--- src/rtl/alu_gate_ctrl_pkg.sv ---
// alu_gate_ctrl_pkg
//   Shared definitions for the ALU clock-gate controller:
//   - gate_state_t : FSM state encoding
//   - FUN_WIDTH_DEF / DATA_WIDTH_DEF : default parameter values
//   - cnt_width()  : width of the shared hold/timeout down-counter
package alu_gate_ctrl_pkg;

   localparam int FUN_WIDTH_DEF  = 4;
   localparam int DATA_WIDTH_DEF = 8;

   typedef enum logic [2:0] {
      ST_IDLE = 3'd0,
      ST_WAKE = 3'd1,
      ST_EXEC = 3'd2,
      ST_WAIT = 3'd3,
      ST_RESP = 3'd4,
      ST_HOLD = 3'd5
   } gate_state_t;

   // Enough bits to hold the larger of the two load values.
   function automatic int cnt_width(input int a, input int b);
      int m;
      m = (a > b) ? a : b;
      return (m < 1) ? 1 : $clog2(m + 1);
   endfunction

endpackage

--- src/rtl/alu_gate_ctrl_counter.sv ---
// gate_cycle_counter
//   Loadable down-counter shared by the HOLD linger time and the WAIT
//   timeout. The two uses never overlap because they belong to
//   mutually exclusive FSM states.
//   Ports:
//     clk_sys  : clock
//     rst_b    : synchronous active-low reset (count -> 0)
//     clr      : force count to 0 (highest priority after reset)
//     load     : load load_val
//     load_val : value to load
//     dec      : decrement by one, saturating at 0
//     tc       : terminal count, high when the current cycle is the last
//                one of the loaded interval (count <= 1)
module gate_cycle_counter
   import alu_gate_ctrl_pkg::*;
#(
   parameter int WIDTH = 5
) (
   input  logic             clk_sys,
   input  logic             rst_b,
   input  logic             clr,
   input  logic             load,
   input  logic [WIDTH-1:0] load_val,
   input  logic             dec,
   output logic             tc
);

   logic [WIDTH-1:0] count_q;

   always_ff @(posedge clk_sys) begin
      if (!rst_b) begin
         count_q <= '0;
      end else if (clr) begin
         count_q <= '0;
      end else if (load) begin
         count_q <= load_val;
      end else if (dec && (count_q != '0)) begin
         count_q <= count_q - WIDTH'(1);
      end
   end

   // A load of N yields exactly N cycles before tc-driven expiry:
   // N, N-1, ..., 1 (tc high on the cycle holding 1).
   assign tc = (count_q <= WIDTH'(1));

endmodule

--- src/rtl/alu_gate_ctrl.sv ---
// alu_gate_ctrl
//   Sequences the clock gate and start strobe of a multi-cycle ALU.
//   A command wakes the gated ALU clock, issues a one-cycle start,
//   waits (bounded) for the result, presents it with a valid/ready
//   handshake and lingers with the clock running so a back-to-back
//   command can skip the wake-up cycle.
//   Ports:
//     CLK, RST              : clock, synchronous active-low reset
//     CMD_VALID/CMD_FUN     : command request and ALU function
//     CMD_READY             : command accepted when high with CMD_VALID
//     ALU_CLK_EN            : registered enable into the latch-based gate
//     ALU_EN / ALU_FUN      : ALU start strobe and function
//     ALU_OUT/ALU_OUT_VALID : ALU result and its valid
//     RES_DATA/RES_ERR      : captured result, timeout flag
//     RES_VALID/RES_READY   : result handshake
//     BUSY                  : high whenever not IDLE
//
//   state | meaning
//   IDLE  | gate off, waiting for a command
//   WAKE  | gate just enabled, one cycle for the ALU clock to start
//   EXEC  | ALU_EN strobe, timeout counter loaded
//   WAIT  | waiting for ALU_OUT_VALID or timeout
//   RESP  | RES_VALID held until RES_READY
//   HOLD  | gate kept on for HOLD_CYCLES, accepts a command straight to EXEC
module alu_gate_ctrl
   import alu_gate_ctrl_pkg::*;
#(
   parameter int DATA_WIDTH     = DATA_WIDTH_DEF,
   parameter int FUN_WIDTH      = FUN_WIDTH_DEF,
   parameter int HOLD_CYCLES    = 4,
   parameter int TIMEOUT_CYCLES = 16
) (
   input  logic                    CLK,
   input  logic                    RST,
   input  logic                    CMD_VALID,
   input  logic [FUN_WIDTH-1:0]    CMD_FUN,
   output logic                    CMD_READY,
   output logic                    ALU_CLK_EN,
   output logic                    ALU_EN,
   output logic [FUN_WIDTH-1:0]    ALU_FUN,
   input  logic [2*DATA_WIDTH-1:0] ALU_OUT,
   input  logic                    ALU_OUT_VALID,
   output logic [2*DATA_WIDTH-1:0] RES_DATA,
   output logic                    RES_ERR,
   output logic                    RES_VALID,
   input  logic                    RES_READY,
   output logic                    BUSY
);

   localparam int               CNT_W        = cnt_width(HOLD_CYCLES, TIMEOUT_CYCLES);
   localparam logic [CNT_W-1:0] HOLD_LOAD    = CNT_W'(HOLD_CYCLES);
   localparam logic [CNT_W-1:0] TIMEOUT_LOAD = CNT_W'(TIMEOUT_CYCLES);

   gate_state_t               state_q;
   gate_state_t               state_nxt;
   logic                      clk_en_q;
   logic [FUN_WIDTH-1:0]      fun_q;
   logic [2*DATA_WIDTH-1:0]   res_data_q;
   logic                      res_err_q;

   logic                      fun_ld;
   logic                      cap_ok;
   logic                      cap_to;
   logic                      cnt_clr;
   logic                      cnt_ld;
   logic [CNT_W-1:0]          cnt_val;
   logic                      cnt_dec;
   logic                      cnt_tc;

   gate_cycle_counter #(
      .WIDTH (CNT_W)
   ) u_cnt (
      .clk_sys  (CLK),
      .rst_b    (RST),
      .clr      (cnt_clr),
      .load     (cnt_ld),
      .load_val (cnt_val),
      .dec      (cnt_dec),
      .tc       (cnt_tc)
   );

   always_comb begin
      state_nxt = state_q;
      fun_ld    = 1'b0;
      cap_ok    = 1'b0;
      cap_to    = 1'b0;
      cnt_clr   = 1'b0;
      cnt_ld    = 1'b0;
      cnt_val   = '0;
      cnt_dec   = 1'b0;

      case (state_q)
         ST_IDLE: begin
            if (CMD_VALID) begin
               fun_ld    = 1'b1;
               state_nxt = ST_WAKE;
            end
         end

         ST_WAKE: begin
            state_nxt = ST_EXEC;
         end

         ST_EXEC: begin
            cnt_ld    = 1'b1;
            cnt_val   = TIMEOUT_LOAD;
            state_nxt = ST_WAIT;
         end

         ST_WAIT: begin
            // A result arriving on the expiry cycle is still a good result.
            if (ALU_OUT_VALID) begin
               cap_ok    = 1'b1;
               cnt_clr   = 1'b1;
               state_nxt = ST_RESP;
            end else if (cnt_tc) begin
               cap_to    = 1'b1;
               cnt_clr   = 1'b1;
               state_nxt = ST_RESP;
            end else begin
               cnt_dec = 1'b1;
            end
         end

         ST_RESP: begin
            if (RES_READY) begin
               if (HOLD_CYCLES == 0) begin
                  state_nxt = ST_IDLE;
               end else begin
                  cnt_ld    = 1'b1;
                  cnt_val   = HOLD_LOAD;
                  state_nxt = ST_HOLD;
               end
            end
         end

         ST_HOLD: begin
            // New command beats linger expiry so the gate never blinks off.
            if (CMD_VALID) begin
               fun_ld    = 1'b1;
               cnt_clr   = 1'b1;
               state_nxt = ST_EXEC;
            end else begin
               cnt_dec = 1'b1;
               if (cnt_tc) begin
                  state_nxt = ST_IDLE;
               end
            end
         end

         default: begin
            state_nxt = ST_IDLE;
         end
      endcase
   end

   always_ff @(posedge CLK) begin
      if (!RST) begin
         state_q    <= ST_IDLE;
         clk_en_q   <= 1'b0;
         fun_q      <= '0;
         res_data_q <= '0;
         res_err_q  <= 1'b0;
      end else begin
         state_q  <= state_nxt;
         // Registered from the next state so the gate enable is a clean
         // flop output, never a decode of multiple changing state bits.
         clk_en_q <= (state_nxt != ST_IDLE);
         if (fun_ld) begin
            fun_q <= CMD_FUN;
         end
         if (cap_ok) begin
            res_data_q <= ALU_OUT;
            res_err_q  <= 1'b0;
         end else if (cap_to) begin
            res_data_q <= '0;
            res_err_q  <= 1'b1;
         end
      end
   end

   assign CMD_READY  = (state_q == ST_IDLE) || (state_q == ST_HOLD);
   assign ALU_CLK_EN = clk_en_q;
   assign ALU_EN     = (state_q == ST_EXEC);
   assign ALU_FUN    = fun_q;
   assign RES_DATA   = res_data_q;
   assign RES_ERR    = res_err_q;
   assign RES_VALID  = (state_q == ST_RESP);
   assign BUSY       = (state_q != ST_IDLE);

endmodule

--- config.mk ---
export PLATFORM = sky130hd
export DESIGN_NAME = alu_gate_ctrl
export DESIGN_NICKNAME = d
export VERILOG_FILES = /design/src/rtl/alu_gate_ctrl_pkg.sv /design/src/rtl/alu_gate_ctrl_counter.sv /design/src/rtl/alu_gate_ctrl.sv
export SDC_FILE = /design/constraint.sdc
export NUM_CORES = 1
export LEC_CHECK = 0
export BUFFER_PORTS_ARGS = -buffer_cell sky130_fd_sc_hd__buf_2
export CAP_MARGIN = 20
export CORE_MARGIN = 1.5
export CORE_UTILIZATION = 40
export CTS_CLUSTER_SIZE = 10
export DETAILED_ROUTE_END_ITERATION = 10
export PLACE_DENSITY_LB_ADDON = 0.08
export SLEW_MARGIN = 40
export SYNTH_ARGS = -nofsm -noshare
export SYNTH_HDL_FRONTEND = slang
export SYNTH_SLANG_ARGS = --single-unit
--- constraint.sdc ---
create_clock -name CLK -period 4 [get_ports CLK]
set_clock_uncertainty 0.2 [all_clocks]
set_input_delay 0.2 -clock CLK [delete_from_list [all_inputs] [get_ports CLK]]
set_output_delay 0.2 -clock CLK [all_outputs]
set_load 0.005 [all_outputs]
* Yosys cells after proc, flatten, opt, wreduce, memory -nomap -nowiden *
Cells that the tools add are included.

cells by class
  mux-type cells = 28
  shift operators = 0
  magnitude comparators = 1
  bitwise gates (word level) = 1
  equality and inequality tests = 5
  multipliers = 0
  add/subtract/negate cells = 1
  divide/modulo/power cells = 0
  reductions and logical operators = 11

operators by type and width
  kind                                                                              number
  16-bit 2-to-1 mux                                                                 2
  3-bit 2-to-1 mux                                                                  7
  3-bit one-hot mux with 6 select lines                                             1
  1-bit 2-to-1 mux                                                                  12
  5-bit 2-to-1 mux                                                                  2
  5-bit one-hot mux with 2 select lines                                             1
  3-bit by 2-bit equality test with 1-bit output, second input constant             2
  3-bit equality test, second input constant                                        2
  1-bit one-hot mux with 2 select lines                                             3
  3-bit nonzero test                                                                2
  2-bit OR reduction                                                                3
  5-bit by 1-bit less-or-equal comparator with 1-bit output, second input constant  1
  5-bit nonzero test                                                                1
  5-bit by 1-bit subtractor with 5-bit output, second input constant                1
  2-bit nonzero test                                                                2
  3-bit by 1-bit equality test with 1-bit output, second input constant             1
  3-bit zero test                                                                   1
  1-bit logical AND                                                                 1
  1-bit logical OR                                                                  1
  1-bit inverter                                                                    1

word-level totals
  latch bits = 0
  logic and storage cells = 53
  register bits after elaboration = 30
  memories = 0
  bits in read-only memories = 0
  memory bits (writable) = 0
  input bits = 25
  output and inout bits = 26

* Longest topological paths before layout *
  depth after elaboration = 7
  depth in mapped cells = 9
  depth with buffers taken out = 7

* Hierarchy *
From an unflattened synthesis, not the netlist that was laid out.

unflattened totals
  cell total of the unflattened synthesis = 176
  area total of the unflattened synthesis = 1,502.7 µm²

modules (own cells, without submodules)
  module              instances  cells an instance  area an instance (µm²)  sequential area each (µm²)
  alu_gate_ctrl       1          136                1,186.1                 500.5
  gate_cycle_counter  1          40                 316.6                   100.1

* Worst setup path before layout *
Ideal clock, no wire load.

  path kind = register to register
  start = register u_cnt.count_q[1]
  end = register u_cnt.count_q[2]
  cell stages (with the launch flop) = 8
  setup time = 0.114 ns
  setup slack = 2.116 ns
  clock period less this slack = 1.884 ns
  buffers on the path = 0
  required time = 3.686 ns
  arrival = 1.570 ns
  cell sequence = dfxtp_1 > inv_1 > ha_1 > o21bai_1 > a211oi_2 > o211ai_1 > mux2_1 > a21o_1

on the way
  word-level cells in the longest chain between the ends = 6
  elaborated cells between the ends (all ways) = 14
  classes of those cells = add/sub: 1; order compare: 1; mux: 8; reduce/logical: 4

ends and longest elaborated chain
  item                                                       line                         source
  start: declaration                                         alu_gate_ctrl_counter.sv:28  logic [WIDTH-1:0] count_q;
  start signal: assignment                                   alu_gate_ctrl_counter.sv:36  count_q <= load_val;
  start signal: assignment                                   alu_gate_ctrl_counter.sv:38  count_q <= count_q - WIDTH'(1);
  5-bit by 1-bit less-or-equal comparator with 1-bit output  alu_gate_ctrl_counter.sv:44  assign tc = (count_q <= WIDTH'(1));
  1-bit 2-to-1 mux                                           alu_gate_ctrl.sv:116         end else if (cnt_tc) begin
  1-bit 2-to-1 mux                                           alu_gate_ctrl.sv:112         if (ALU_OUT_VALID) begin
  1-bit one-hot mux with 2 select lines                      alu_gate_ctrl.sv:92          case (state_q)
  1-bit logical AND                                          alu_gate_ctrl_counter.sv:37  end else if (dec && (count_q != '0)) begin
  2-bit nonzero test (no source line)                        --

Parallel ways exist; a longest one is shown, timed or not. The select of a mux whose other input is x is not followed.
A chain may end at the register's enable or synchronous reset.

* Worst setup path in the final report *
  start = register state_q[0]
  end = register u_cnt.count_q[2]

on the way
  word-level cells in the longest chain between the ends = 4
  elaborated cells between the ends (all ways) = 12
  classes of those cells = eq/ne: 4; mux: 5; reduce/logical: 3

ends and longest elaborated chain
  item                                                                                          line                         source
  start: declaration                                                                            alu_gate_ctrl.sv:54          gate_state_t state_q;
  start signal: assignment                                                                      alu_gate_ctrl.sv:165         state_q <= state_nxt;
  3-bit equality test / 3-bit by 2-bit equality test with 1-bit output (equally long branches)  alu_gate_ctrl.sv:92
  1-bit one-hot mux with 2 select lines                                                         alu_gate_ctrl.sv:92
  1-bit logical AND                                                                             alu_gate_ctrl_counter.sv:37
  2-bit nonzero test (no source line)                                                           --

Parallel ways exist; a longest one is shown, timed or not.

==> metrics.txt <==
result of the run=finished, final reports clean; Area Overhead vs Synth=36.1%; share of synthesized area occupied by flip-flops and latches=0.412; total number of clock tree sinks=30; CTS tree=yes; worst rel slew slack=0.559; Worst EP arrival=about 2.2 ns; number of remaining DRC errors=0; fraction of post-synthesis cell area in the top cell type by area=0.412; unique cell type count in the Yosys netlist=40; Setup crit end kind=register; total detailed-routing wirelength=about 3.7 mm; synthesized area=1460 um^2; proportion of total power due to net switching=0.284; die footprint=about 4000 um^2; leading cell types by count after synthesis=30 x dfxtp_1, 20 x nor2b_1, 16 x a22oi_1, 11 x nor2_1; number of cells upsized or downsized after cts=0; Total Neg Setup Slack=0 ns; share of total power in sequential cells=0.518; synthesized area per cell=9.35 um^2; quantity of hold-fixing buffers added after cts=20; post-synth top area cell=dfxtp_1; die outline height=between 60 and 70 um; number of synthesized flops with an enable pin=0; post-CTS setup-driven buffer insertion count=0; buffer and inverter count on the worst path=0; number of pins exceeding their max-slew limit in the final report=0; leakage power summed over all cells=slightly below 0.9 nW; Seq cells post-synth=30; Post-Syn Instances=156; count of buffers from port buffering=50; antenna violations before repair=0; CTS Root Cell=clkbuf_4; row count=21; number of nets in the final layout=approximately 250; proportion of synthesized flip-flops having asynchronous set or reset=0; via count of the first global-routing pass=1293; fraction of power consumed by the clock network=0.308; drt initial violations=52; slew at the pin with the worst max-slew slack=roughly 0.66 ns; type of the worst setup path=reg2reg; count of boundary I/O pins=51; starting density of the core=0.427; TritonCTS Buffers=5; count of H-tree levels built during CTS=2; largest net degree at the start of global routing=26; top-count cell post-synth=dfxtp_1; Die Span X=63.4 um; P_sw=about 0.18 mW; first-pass iteration count of the detailed router=4; Slowest-stage cell, CP=dfxtp_1; proportion of layout cells with a drive suffix above 1=0.307; post-route minimum period=approximately 2.2 ns; via count=around 1400; remaining global-route overflow=0; antenna diode count=0; clk buf depth=2; WHS=around 0.022 ns; Hold Violations, Final=0; warnings from Yosys=0; worst supply voltage drop on vdd=267 uV; GPL Wtd Cong=0.800; element type at the critical path start=register; Power Dens Cells=around 320 nW/um^2; setup repair after global routing missed its margin=false; cell area reported after detailed placement=1720 um^2; Hold/Removal Path Class=in2reg; cell family with the largest share of critical-path delay=flip-flops; Int Power=around 0.45 mW; final setup violating endpoints=0; final instance area=slightly below 2000 um^2; Antenna Violating Nets Remaining=0; vias per inst=5.03; area of the core=roughly 3400 um^2; most area-consuming cells after synthesis=dfxtp_1 41%, nor2b_1 8.6%, a22oi_1 8.2%; combinational power share=0.174; half-perimeter wire length of the detailed placement result=between 2 and 2.5 mm; latest clock arrival within the worst-skew pair=between 0.3 and 0.4 ns; post-detailed-route wirelength per cell=~14 um; max cap viols=0; ordered cell list for the critical path=nand2b_1 -> nor3b_2 -> o211ai_1 -> mux2_1 -> a21o_1; data required time of the worst path=roughly 4.0 ns; net count after synthesis=~180; wire length of the first global-routing pass=6.02 mm; clock-pin slew of the registers on the worst-case setup and hold paths=around 0.1 ns; CP peak stage delay=around 0.73 ns; dominant register cell in the synthesized netlist=dfxtp_1; overall routing resource usage=0.193; crit-path max FO=18; max frequency=around 470 MHz; final worst-path cycle share=0.538
sequential cells by signal (all words and copies together) (netlist names):
name and count:
u_cnt.count_q 5, ALU_FUN 4, RES_ERR 1, RES_DATA 16
ALU_CLK_EN 1, state_q 3
layer usage:
metal | share of wire | up-vias | track usage | wire [um]
li1 | - | 689 | - | -
met1 | 0.43 | 630 | 0.222 | 1580
met2 | 0.50 | 36 | 0.332 | 1840
met3 | 0.043 | 9 | 0.0554 | 157
met4 | 0.025 | 0 | 0.0815 | 91
met5 | 0 | - | 0 | 0
stage by stage:
step	setup WS, ns	total power, mW	utilization	std cells
2_1_floorplan	2.12	0.393	-	156
3_3_place_gp	1.96	0.425	0.504	243
3_5_place_dp	1.86	0.427	0.504	243
4_1_cts	1.85	0.639	0.581	271
5_1_grt	1.67	0.667	0.581	271
6_report	1.85	0.631	0.581	271
power groups by stage:
stage | combinational [mW] | clock [mW] | sequential, mW
after floorplan | 0.0690 | 0 | 0.324
after global placement | 0.0925 | 0 | 0.332
after detailed placement | 0.0943 | 0 | 0.333
after CTS | 0.110 | 0.202 | 0.326
after global routing | 0.121 | 0.217 | 0.329
final | 0.110 | 0.194 | 0.327
worst register-to-register path: stages (launching register included):
cell	delay (ns)
dfxtp_1	0.73
nand2b_1	0.20
nor3b_2	0.32
o211ai_1	0.15
mux2_1	0.32
a21o_1	0.15
kinds of logic (layout without fill, tap and decap cells):
kind of cell,after synthesis,in the layout,share of synthesized area
AND/OR/NAND/NOR,55,55,0.220
AO/OA/AOI/OAI,43,43,0.225
flip-flops,30,30,0.412
buffers and inverters,14,83,0.0437
multiplexers,7,7,0.0497
XOR/XNOR,4,4,0.0240
adder cells (fa/ha/maj),3,3,0.0257
final cells by class:
| cell class | instances | area, um^2 |
|---|---|---|
| Inverter | 5 | 18.8 |
| Fill cell | 320 | 1430 |
| Clock buffer | 6 | 51.3 |
| Timing Repair Buffer | 70 | 450 |
| Clock inverter | 2 | 12.5 |
| Sequential cell | 30 | 601 |
| Tap cell | 46 | 57.6 |
| Multi-Input combinational cell | 112 | 795 |
cell usage in the layout, fill, tap and decap left out, types with 2 or more instances in the layout:
| master | instances |
|---|---|
| and2_1 | 2 |
| inv_1 | 5 |
| or3_1 | 2 |
| o21bai_1 | 2 |
| clkbuf_4 | 5 |
| nand2b_1 | 3 |
| nor3_1 | 3 |
| o22ai_1 | 2 |
| dlygate4sd3_1 | 20 |
| buf_2 | 50 |
| a21oi_1 | 7 |
| nor2b_1 | 20 |
| xor2_1 | 2 |
| nor2_1 | 11 |
| mux2i_1 | 5 |
| o211ai_1 | 2 |
| a211oi_1 | 2 |
| xnor2_1 | 2 |
| nand2_1 | 7 |
| dfxtp_1 | 30 |
| nor2_2 | 2 |
| ha_1 | 3 |
| nor3b_1 | 2 |
| o21ai_0 | 2 |
| a22oi_1 | 16 |
final timing paths:
kind	startpoint	end	cells past startpoint	slack (ns)
max	state_q[0]$_SDFF_PN0_	u_cnt.count_q[2]$_SDFFE_PP0P_	5	1.85
min	CMD_VALID	ALU_CLK_EN$_SDFF_PN0_	3	0.02
max reg2reg	state_q[0]$_SDFF_PN0_	u_cnt.count_q[2]$_SDFFE_PP0P_	5	1.85
min reg2reg	RES_DATA[10]$_SDFFE_PN0P_	RES_DATA[10]$_SDFFE_PN0P_	2	0.33
No activity file was read; power rests on OpenSTA's default activity.
